[src/rtl/uart_pkg.sv]
// Shared UART timing constants and the feeder FSM encoding.
package uart_pkg;

  localparam int unsigned CLK_HZ     = 50_000_000;
  localparam int unsigned BAUD       = 9600;
  // Round up so a bit-time never comes out shorter than the line needs.
  localparam int unsigned BIT_CYCLES = (CLK_HZ + BAUD - 1) / BAUD;
  // Start + 8 data + stop + one guard bit.
  localparam int unsigned FRAME_BITS = 11;
  localparam int unsigned FRAME_CYCLES_DEF = FRAME_BITS * BIT_CYCLES;

  typedef enum logic {
    StIdle = 1'b0,
    StWait = 1'b1
  } feeder_state_e;

endpackage

[src/rtl/sync_fifo.sv]
// Synchronous FIFO: register array, wrapping pointers and a separate occupancy count.
module sync_fifo
  import uart_pkg::*;
#(
  parameter int unsigned DEPTH  = 16,
  parameter int unsigned ADDR_W = 4,
  parameter int unsigned DATA_W = 8
) (
  input  logic              clk_i,
  input  logic              rst_n_i,
  input  logic              push_i,
  input  logic [DATA_W-1:0] wdata_i,
  input  logic              pop_i,
  output logic [DATA_W-1:0] rdata_o,
  output logic              full_o,
  output logic              empty_o,
  output logic [ADDR_W:0]   level_o
);

  logic [DATA_W-1:0] r_mem [DEPTH];
  logic [ADDR_W-1:0] r_wr_ptr;
  logic [ADDR_W-1:0] r_rd_ptr;
  logic [ADDR_W:0]   r_count;
  logic              w_push;
  logic              w_pop;

  // Full/empty come from the pre-edge count, so a pop never frees room for a same-cycle push.
  always_comb begin
    full_o  = (r_count == (ADDR_W + 1)'(DEPTH));
    empty_o = (r_count == '0);
    w_push  = push_i && !full_o;
    w_pop   = pop_i && !empty_o;
    rdata_o = r_mem[r_rd_ptr];
    level_o = r_count;
  end

  // Storage write; contents are don't-care after reset because count gates reads.
  always_ff @(posedge clk_i) begin
    if (w_push) begin
      r_mem[r_wr_ptr] <= wdata_i;
    end
  end

  // Pointers wrap naturally at DEPTH; count moves only on an unpaired push or pop.
  always_ff @(posedge clk_i or negedge rst_n_i) begin
    if (!rst_n_i) begin
      r_wr_ptr <= '0;
      r_rd_ptr <= '0;
      r_count  <= '0;
    end else begin
      if (w_push) r_wr_ptr <= r_wr_ptr + 1'b1;
      if (w_pop)  r_rd_ptr <= r_rd_ptr + 1'b1;
      if (w_push && !w_pop) begin
        r_count <= r_count + 1'b1;
      end else if (!w_push && w_pop) begin
        r_count <= r_count - 1'b1;
      end
    end
  end

endmodule

[src/rtl/uart_tx_feeder.sv]
// Buffers host bytes and releases one per UART frame, pacing with a local frame timer.
module uart_tx_feeder
  import uart_pkg::*;
#(
  parameter int unsigned DEPTH        = 16,
  parameter int unsigned ADDR_W       = 4,
  parameter int unsigned FRAME_CYCLES = FRAME_CYCLES_DEF,
  parameter int unsigned TIMER_W      = 16
) (
  input  logic            clk_i,
  input  logic            rst_n_i,
  input  logic [7:0]      wr_data_i,
  input  logic            wr_en_i,
  input  logic            clr_ovf_i,
  output logic            full_o,
  output logic            empty_o,
  output logic [ADDR_W:0] level_o,
  output logic            overflow_o,
  output logic            busy_o,
  output logic [7:0]      uart_tx_data_o,
  output logic            uart_tx_en_o
);

  feeder_state_e      r_state;
  feeder_state_e      w_state_nxt;
  logic [TIMER_W-1:0] r_timer;
  logic [TIMER_W-1:0] w_timer_nxt;
  logic [7:0]         r_tx_data;
  logic [7:0]         w_tx_data_nxt;
  logic               r_tx_en;
  logic               w_tx_en_nxt;
  logic               r_overflow;
  logic               w_pop;
  logic               w_full;
  logic               w_empty;
  logic [7:0]         w_rdata;
  logic [ADDR_W:0]    w_level;

  sync_fifo #(
    .DEPTH  (DEPTH),
    .ADDR_W (ADDR_W),
    .DATA_W (8)
  ) u_fifo (
    .clk_i   (clk_i),
    .rst_n_i (rst_n_i),
    .push_i  (wr_en_i),
    .wdata_i (wr_data_i),
    .pop_i   (w_pop),
    .rdata_o (w_rdata),
    .full_o  (w_full),
    .empty_o (w_empty),
    .level_o (w_level)
  );

  // Next-state: pop and launch a frame from IDLE, then hold off until the timer expires.
  always_comb begin
    w_state_nxt   = r_state;
    w_timer_nxt   = r_timer;
    w_tx_data_nxt = r_tx_data;
    w_tx_en_nxt   = 1'b0;
    w_pop         = 1'b0;
    case (r_state)
      StIdle: begin
        if (!w_empty) begin
          w_pop         = 1'b1;
          w_tx_data_nxt = w_rdata;
          w_tx_en_nxt   = 1'b1;
          w_timer_nxt   = '0;
          w_state_nxt   = StWait;
        end
      end
      StWait: begin
        if (r_timer == TIMER_W'(FRAME_CYCLES - 1)) begin
          w_state_nxt = StIdle;
        end else begin
          w_timer_nxt = r_timer + 1'b1;
        end
      end
      default: w_state_nxt = StIdle;
    endcase
  end

  // FSM, timer and registered transmitter interface.
  always_ff @(posedge clk_i or negedge rst_n_i) begin
    if (!rst_n_i) begin
      r_state   <= StIdle;
      r_timer   <= '0;
      r_tx_data <= 8'h00;
      r_tx_en   <= 1'b0;
    end else begin
      r_state   <= w_state_nxt;
      r_timer   <= w_timer_nxt;
      r_tx_data <= w_tx_data_nxt;
      r_tx_en   <= w_tx_en_nxt;
    end
  end

  // Sticky overflow; a drop in the same cycle as a clear wins.
  always_ff @(posedge clk_i or negedge rst_n_i) begin
    if (!rst_n_i) begin
      r_overflow <= 1'b0;
    end else if (wr_en_i && w_full) begin
      r_overflow <= 1'b1;
    end else if (clr_ovf_i) begin
      r_overflow <= 1'b0;
    end
  end

  // Output map.
  always_comb begin
    full_o         = w_full;
    empty_o        = w_empty;
    level_o        = w_level;
    overflow_o     = r_overflow;
    busy_o         = (r_state != StIdle);
    uart_tx_data_o = r_tx_data;
    uart_tx_en_o   = r_tx_en;
  end

endmodule

[config.mk]
export PLATFORM = sky130hd
export DESIGN_NAME = uart_tx_feeder
export DESIGN_NICKNAME = d
export VERILOG_FILES = /design/src/rtl/uart_pkg.sv /design/src/rtl/sync_fifo.sv /design/src/rtl/uart_tx_feeder.sv
export SDC_FILE = /design/constraint.sdc
export NUM_CORES = 1
export LEC_CHECK = 0
export CELL_PAD_IN_SITES_DETAIL_PLACEMENT = 1
export CELL_PAD_IN_SITES_GLOBAL_PLACEMENT = 2
export CORE_ASPECT_RATIO = 0.6
export CORE_MARGIN = 3
export CORE_UTILIZATION = 40
export DETAILED_ROUTE_END_ITERATION = 7
export PLACE_DENSITY_LB_ADDON = 0.1
export SETUP_SLACK_MARGIN = 0.3
export SKIP_CTS_REPAIR_TIMING = 1
export SYNTH_ARGS = -nofsm -noshare
export SYNTH_HDL_FRONTEND = slang
export SYNTH_HIERARCHICAL = 1
export SYNTH_SLANG_ARGS = --single-unit
[constraint.sdc]
create_clock -name clk_i -period 5.3 [get_ports clk_i]
set_clock_uncertainty 0.2 [all_clocks]
set_input_delay 1.59 -clock clk_i [delete_from_list [all_inputs] [get_ports clk_i]]
set_output_delay 1.59 -clock clk_i [all_outputs]
set_load 0.03 [all_outputs]
# After elaboration in Yosys (flattened, before gate mapping)
# Memories as Yosys holds them, arrays and structs flattened. A register that Yosys moved wholly into a read port is not among the register bits.
# Index checks and enable logic that the tools add are counted.
# W data, S select, Z words.
# word_totals
input_bits	12
ramBits	128
regBits	32
latchBits	0
mem_count	1
rom_bits	0
out_inout_bits	18
word_cells	47
# mem_list
memory	words	word_bits	read_ports	rd_clocked_by_memory_dff	write_ports	line	source
u_fifo.r_mem	16	8	1	1	1	sync_fifo.sv:20	logic [DATA_W-1:0] r_mem [DEPTH];
# op_classes
n_div	0
addsub	5
mul	0
bitwise	2
n_eq_ne	4
muxes	13
magnitude_cmp	0
shift	0
reduce_logical	15
# ops
op	count
$mux W16	2
$pmux W16 S2	1
$add A16 B1 Y16 const B	1
$eq A16 B16 Y1 const B	1
$mux W5	2
$add A4 B1 Y4 const B	2
$mux W1	7
$add A5 B1 Y5 const B	1
$eq A5 B5 Y1 const B	1
$logic_and A1 B1 Y1	5
$logic_not A1 Y1	5
$logic_not A5 Y1	1
$sub A5 B1 Y5 const B	1
$ne A2 B2 Y1 const B	2
$reduce_and A2 Y1	2
$reduce_bool A2 Y1	2
$not A1 Y1	2
$pmux W1 S2	1

# Depth between registers and ports, before layout
# Gate-level depths: netlist of the first run.
# logic_depth
ltp_word	7
mapped_depth	14
depth_no_buf	13

# Modules after synthesis
# Netlist of the first run, hierarchy kept.
# by_module_without_submodules
module	cells_per_inst	n_inst	seq_area_each_um2	area_per_inst_um2
sync_fifo	322	1	4169.0	5770.5
uart_tx_feeder	128	1	675.6	1257.5

# Least setup slack after synthesis of the first run
# No wires, ideal clock.
# synth_path
kind	register -> register
from	register u_fifo.r_count[0] (netlist: u_fifo/level_o[0])
to	register u_fifo.r_count[4] (netlist: u_fifo/level_o[4])
synth_period_minus_slack_ns	4.059
required_time_ns	4.963
setup_time_ns	0.137
path_buffers	1
arrival_ns	3.723
path_slack_ns	1.241
stages_incl_launch_ff	15
path_cell_list	dfrtp_1 or4_1 nor2_1 or2_2 buf_2 clkinv_1 o21a_1 inv_2 ha_1 inv_1 fa_1 a21o_1 a21oi_1 mux2i_1 xnor2_1
# synth_between
elab_chain_len	7
elab_cells_between_ends	17
cone_classes	add/sub (2); eq/ne (1); mux (4); reduce/logical (10)
# synth_lines
element	line	source
start, declared	sync_fifo.sv:23	logic [ADDR_W:0] r_count;
start signal, assigned	sync_fifo.sv:54	r_count <= r_count + 1'b1;
start signal, assigned	sync_fifo.sv:56	r_count <= r_count - 1'b1;
$logic_not A5 Y1 (*)	sync_fifo.sv:30	empty_o = (r_count == '0);
named net empty_o	uart_tx_feeder.sv:16	output logic empty_o,
$mux W1 (*)	uart_tx_feeder.sv:64	if (!w_empty) begin
$mux W1 (*)	uart_tx_feeder.sv:62	case (r_state)
named net w_pop	uart_tx_feeder.sv:33	logic w_pop;
$logic_and A1 B1 Y1 (*)	sync_fifo.sv:32	w_pop = pop_i && !empty_o;
$logic_not A1 Y1	sync_fifo.sv:53	if (w_push && !w_pop) begin
$logic_and A1 B1 Y1	sync_fifo.sv:53	
$mux W5 or $reduce_bool A2 Y1 (tied branches)	--	
# The timed path passes the listed nets; every way through them passes the cells marked *. The select of a mux whose other input is x is not followed.
# A chain may end at the register's enable or synchronous reset.

# Worst setup path in the final report of the first run
# layout_path
from	register u_fifo.r_count[0] (netlist: u_fifo/level_o[0])
to	output port empty_o
# layout_between
elab_chain_len	1
# layout_lines
element	line
$logic_not A5 Y1	sync_fifo.sv:30
end, declared	uart_tx_feeder.sv:16
# Every way passes these cells.

==> impl_metrics.json, run 1 <==
{
  "critPathMaxFanout": 6,
  "end_kind": "primary output",
  "critPathBufInv": 1,
  "root_buffer": "clkbuf_16",
  "yosysSeqAreaShare": 0.689,
  "yosys.area.top_type": "edfxtp_1",
  "clock_path_buffers": 2,
  "fp-row-count": 36,
  "post-route-min-period_ps": 4220,
  "tritoncts": "yes",
  "htree_levels": 4,
  "cp-start-kind": "flop",
  "clock_sinks": 168,
  "fillers": 1597,
  "worst_ep_required_time_ps": 3510,
  "finalWirelength_microns": 16500,
  "max_stage_delay_ps": 710,
  "routedWlPerCell_microns": 22.8,
  "netlist.area_leader.share": 0.547,
  "power_uw": 3450,
  "synth.net_count": 474,
  "slew_headroom": 0.319,
  "grt_pass1_vias": 4111,
  "place_congestion": 0.768,
  "outcome": "complete, no violations",
  "drive_gt1_frac": 0.137,
  "slew_violations": 0,
  "grt_overflow": 0,
  "whs_ps": 285,
  "cp.arrival_ps": 2430,
  "diodes": 0,
  "worst_pin_slew_ps": 1020,
  "synthToLayoutAreaGrowth_pct": 14.7,
  "netlist-cell-type-count": 48,
  "critical_path_class": "flop to primary output",
  "numCtsBuffers": 17,
  "synth.area.top_cells": "edfxtp_1 (55%), dfrtp_1 (14%), mux2i_1 (6.1%)",
  "dp_hpwl_microns": 11100,
  "port-buffer-count": 29,
  "grt_use_total": 0.185,
  "startpoint": "u_fifo/level_o[0]",
  "drt_iter0_markers": 285,
  "drtPass1Iterations": 5,
  "min-delay-path-class": "flop to flop",
  "hp-start": "r_timer[11]",
  "io_pins": 30,
  "crit_slowest_cell": "clkdlybuf4s50_1",
  "start_util": 0.421,
  "clock.fmax_ghz": 0.237,
  "die_y_microns": 109,
  "synth.cell_area_sq_um": 7030,
  "period_share": 0.797,
  "grt_antenna_before_repair": 0,
  "hold_violations": 0,
  "synthArstFlopShare": 0.238,
  "maxCapViolations": 0,
  "core-area_sq_um": 16700,
  "synth_enable_flop_cells": 128,
  "synthCells": 450,
  "r2r-start": "u_fifo/level_o[0]",
  "synth.avg_cell_area_sq_um": 15.6,
  "grt_pass1_wl_microns": 25600,
  "setup-violations-final": 0,
  "setup-tns-final_ps": 0,
  "final_antenna_net_count": 0,
  "drcViolationCount": 0,
  "insertion_delay_ps": 430,
  "final_nets": 507,
  "synth_ff_type": "edfxtp_1",
  "yosysWarnings": 6,
  "power.density_nw_per_um2": 428,
  "p_leak_uw": 0.00305,
  "crit_chain": "or4_1 > nor2_1 > clkdlybuf4s50_1",
  "fp.dieW_microns": 177,
  "rsz0062_at_grt": "false",
  "ys_ff_latch": 168,
  "clk_pin_slew_ps": 70,
  "grt_max_degree": 41,
  "max-vdd-ir-drop_uv": 205,
  "vias": 3901,
  "die_area_sq_um": 19200,
  "routed_via_density": 5.39,
  "critical-path-top-delay-family": "simple AND/OR/NAND/NOR gates"
}
[path summary, 6_finish.rpt]
path / end / slack (ps) / depth (start not counted)
max in group asynchronous: u_fifo/r_rd_ptr[0] / 3120 / 1
min: r_timer[11] / 280 / 1
max: empty_o / 1080 / 3
max reg2reg: u_fifo/level_o[4] / 1130 / 13
min reg2reg: r_timer[11] / 280 / 1
min in group asynchronous: r_timer[8] / 1100 / 1
[synthesized netlist by cell type (all sizes together), types with 2 or more instances]
cell,instances
a21o,2
a21oi,5
a221oi,16
a22oi,8
and2,2
and3,3
and4,2
buf,17
clkbuf,4
dfrtp,40
edfxtp,128
ha,11
inv,7
mux2i,43
mux4,16
nand2,61
nand2b,3
nand3,8
nand4,5
nor2,15
nor2b,3
nor3,6
nor4,2
o211ai,3
o21ai,14
o31ai,4
or4,2
xnor2,10
[worst reg2reg max path: stages (launching register included)]
cell      delay (ps)
dfrtp_1          450
or4_1            620
nor2_1           210
or2_2            390
clkinv_1         380
o21a_1           270
inv_2            100
ha_1             170
inv_1            120
fa_1             420
a21o_1           190
a21oi_1          180
mux2i_1          250
xnor2_1          140
[state kept, by name, indices dropped and copies added (netlist names)]
signal	cells
busy_o	1
overflow_o	1
r_timer	16
u_fifo/level_o	5
u_fifo/r_mem	128
u_fifo/r_rd_ptr	4
u_fifo/r_wr_ptr	4
uart_tx_data_o	8
uart_tx_en_o	1
[cell families after synthesis]
| kind of cell | after synthesis | share of synthesized area |
|---|---|---|
| AOI/OAI and AO/OA | 54 | 0.0561 |
| xor gates and xnor gates | 11 | 0.0137 |
| adders and majority gates | 12 | 0.0224 |
| buffers and inverters | 29 | 0.0260 |
| DFF | 168 | 0.689 |
| muxes | 60 | 0.114 |
| and+or+nand+nor | 116 | 0.0783 |
[layout make-up]
type,instances,area (sq um),area share
sequential,168,4850,0.601
multi-input combinational,253,2000,0.248
clock buffer,17,425,0.0528
timing repair buffer,35,330,0.0410
tap,228,285,0.0354
clock inverter,15,143,0.0177
inverter,8,30.0,0.00373
[through the flow]
stage | cells | util | area (sq um) | setup WS (ps)
after floorplan | 450 | - | 7030 | 1240
after global placement | 692 | 0.448 | 7490 | 1080
after detailed placement | 692 | 0.448 | 7490 | 1030
after CTS | 724 | 0.482 | 8060 | 1040
after global routing | 724 | 0.482 | 8060 | 780
final | 724 | 0.482 | 8060 | 1080
[per-layer routing]
layer	vias to the layer above	wire [microns]	global-route usage
met5	-	0	0
met4	0	171	0.0588
met3	16	694	0.0466
met2	62	6990	0.260
met1	2026	8630	0.282
li1	1797	-	-
[cells in the final DEF, fill, tap and decap left out, types with 7 or more instances in the layout]
master	count
mux4_2	16
dfrtp_1	39
a22oi_1	8
clkdlybuf4s50_1	28
inv_6	7
nand2_1	60
nand3_1	7
edfxtp_1	128
ha_1	11
nor2_1	15
mux2i_1	43
o21ai_0	14
clkbuf_16	17
a221oi_1	14
xnor2_1	10
[power by group]
group / switching (uW) / total (uW) / internal, uW / leakage [uW]
sequential: 128 / 1710 / 1580 / 0.00166
combinational: 321 / 534 / 213 / 0.00112
clock: 575 / 1200 / 628 / 0.000280
No activity file was read; power rests on OpenSTA's default activity.
==> run 2, diff against run 1 <==
==> constraint.sdc (replaced) <==
create_clock -name clk_i -period 4.1 [get_ports clk_i]
set_clock_uncertainty 0.2 [all_clocks]
set_input_delay 1.23 -clock clk_i [delete_from_list [all_inputs] [get_ports clk_i]]
set_output_delay 1.23 -clock clk_i [all_outputs]
set_load 0.03 [all_outputs]
==> run 2 against run 1 <==
Effect of this change:
- clock power rose by 38%
- global-route usage is 0.37 points higher
- wire length is 2.5% higher
- hold slack worse by 3.8 ps
- sequential power increased by 29%
- utilization rose by 1.2 points
- total power increased by 33%
- worst setup slack got worse by 690 ps
- largest power group unchanged
==> impl_metrics.json, run 2 (same netlist as run 1, synthesis figures left out) <==
{
  "end_kind": "primary output",
  "diodes": 0,
  "clock_path_buffers": 2,
  "port-buffer-count": 29,
  "crit_chain": "nor4_1 > and2_1 > clkdlybuf4s50_1",
  "insertion_delay_ps": 430,
  "post-route-min-period_ps": 3710,
  "final_common_cell": "edfxtp_1",
  "dp_hpwl_microns": 11500,
  "critical_path_class": "flop to primary output",
  "period_share": 0.906,
  "slew_violations": 0,
  "globalRouteMet2Util": 0.270,
  "worst_pin_slew_ps": 777,
  "clock_sinks": 168,
  "critPathBufInv": 1,
  "final_nets": 525,
  "critical-path-top-delay-family": "simple AND/OR/NAND/NOR gates",
  "maxCapViolations": 0,
  "outcome": "complete, no violations",
  "clock.fmax_ghz": 0.269,
  "final_antenna_net_count": 0,
  "drtPass1Iterations": 4,
  "die_area_sq_um": 19200,
  "fillers": 1622,
  "slew_headroom": 0.481,
  "max-vdd-ir-drop_uv": 256,
  "grt_overflow": 0,
  "cp.arrival_ps": 2280,
  "max_stage_delay_ps": 680,
  "grtUsageMet3": 0.0428,
  "htree_levels": 4,
  "vias": 4021,
  "fp-row-count": 36,
  "grt.busiest_layer": "met1",
  "worst_ep_required_time_ps": 2670,
  "rsz0062_at_grt": "true",
  "dp.cells": 710,
  "met1_usage": 0.298,
  "power.density_nw_per_um2": 554,
  "routed_via_density": 5.42,
  "largest_register": "u_fifo/r_mem",
  "p_leak_uw": 0.00319,
  "hold_violations": 0,
  "setup-tns-final_ps": 0,
  "numCtsBuffers": 17,
  "finalWirelength_microns": 16900,
  "stdcell_count": 742,
  "io_pins": 30,
  "place_congestion": 0.781,
  "grt_max_degree": 39,
  "setup-violations-final": 0,
  "clk_pin_slew_ps": 70,
  "drive_gt1_frac": 0.167,
  "root_buffer": "clkbuf_16",
  "grt_antenna_before_repair": 1,
  "fp.dieW_microns": 177,
  "min-delay-path-class": "flop to flop",
  "grt_pass1_wl_microns": 26300,
  "grt_pass1_vias": 4213,
  "largest_reg_flops": 128,
  "drt_iter0_markers": 250,
  "routedWlPerCell_microns": 22.8,
  "core-area_sq_um": 16700,
  "die_y_microns": 109,
  "tritoncts": "yes",
  "synthToLayoutAreaGrowth_pct": 17.5,
  "crit_slowest_cell": "clkdlybuf4s50_1",
  "whs_ps": 281,
  "cp-start-kind": "flop",
  "final_cell_mix": "edfxtp_1 (128), nand2_1 (60), mux2i_1 (43)",
  "start_util": 0.421,
  "critPathMaxFanout": 6,
  "final_core_util": 0.494,
  "grt_use_total": 0.189,
  "drcViolationCount": 0
}
==> run 2: cell types whose count changed in the layout (fill, tap and decap cells not counted) <==
cell / change
nor2_4: +1
clkinv_4: -2
buf_12: +1
clkinv_2: +1
clkinv_1: +1
clkinv_8: +1
dlymetal6s2s_1: +1
inv_6: -2
clkdlybuf4s50_1: -1
inv_8: -1
nor2_1: -1
buf_4: +17
bufinv_16: +2
==> run 2: power by group <==
group          total (uW)  switching (uW)  internal [uW]
logic                 709             416            294
registers            2210             164           2040
clock network        1660             733            927
==> run 2: per-stage QoR <==
step	instance area, sq um	total power, uW	setup slack, ps
after floorplan	7040	2650	312
after global placement	7650	2920	496
after detailed placement	7650	2960	412
after CTS	8250	4630	259
after global routing	8260	4800	230
final	8260	4580	386
==> run 2: area by class of cell <==
| type | instances | area, sq um | area share |
|---|---|---|---|
| inverter | 8 | 30.0 | 0.00364 |
| timing repair buffer | 53 | 480 | 0.0582 |
| clock inverter | 15 | 181 | 0.0220 |
| multi-input combinational | 253 | 2010 | 0.243 |
| sequential | 168 | 4850 | 0.587 |
| clock buffer | 17 | 425 | 0.0515 |
| tap | 228 | 285 | 0.0346 |
==> run 2: worst paths after layout <==
| kind | depth (start not counted) | start | slack [ps] | to |
|---|---|---|---|---|
| max in group asynchronous | 2 | rst_n_i | 2420 | busy_o |
| worst min-delay path | 2 | uart_tx_data_o[3] | 280 | uart_tx_data_o[3] |
| min in group asynchronous | 1 | rst_n_i | 620 | r_timer[14] |
| worst min register to register | 2 | uart_tx_data_o[3] | 280 | uart_tx_data_o[3] |
| worst max-delay path | 3 | u_fifo/level_o[0] | 390 | full_o |
| worst max register to register | 13 | u_fifo/level_o[0] | 540 | u_fifo/level_o[4] |
==> run 2: routing by layer <==
layer | part of all wire | routed length (microns) | vias up
li1 | - | - | 1827
met1 | 0.51 | 8570 | 2127
met2 | 0.44 | 7440 | 61
met3 | 0.049 | 835 | 6
met4 | 0.0028 | 48 | 0
met5 | 0 | 0 | -
==> run 2: worst min-delay path, stage by stage, from the launching register on <==
cell and delay, ps:
dfrtp_1 350, nand2_1 50, nand2_1 50
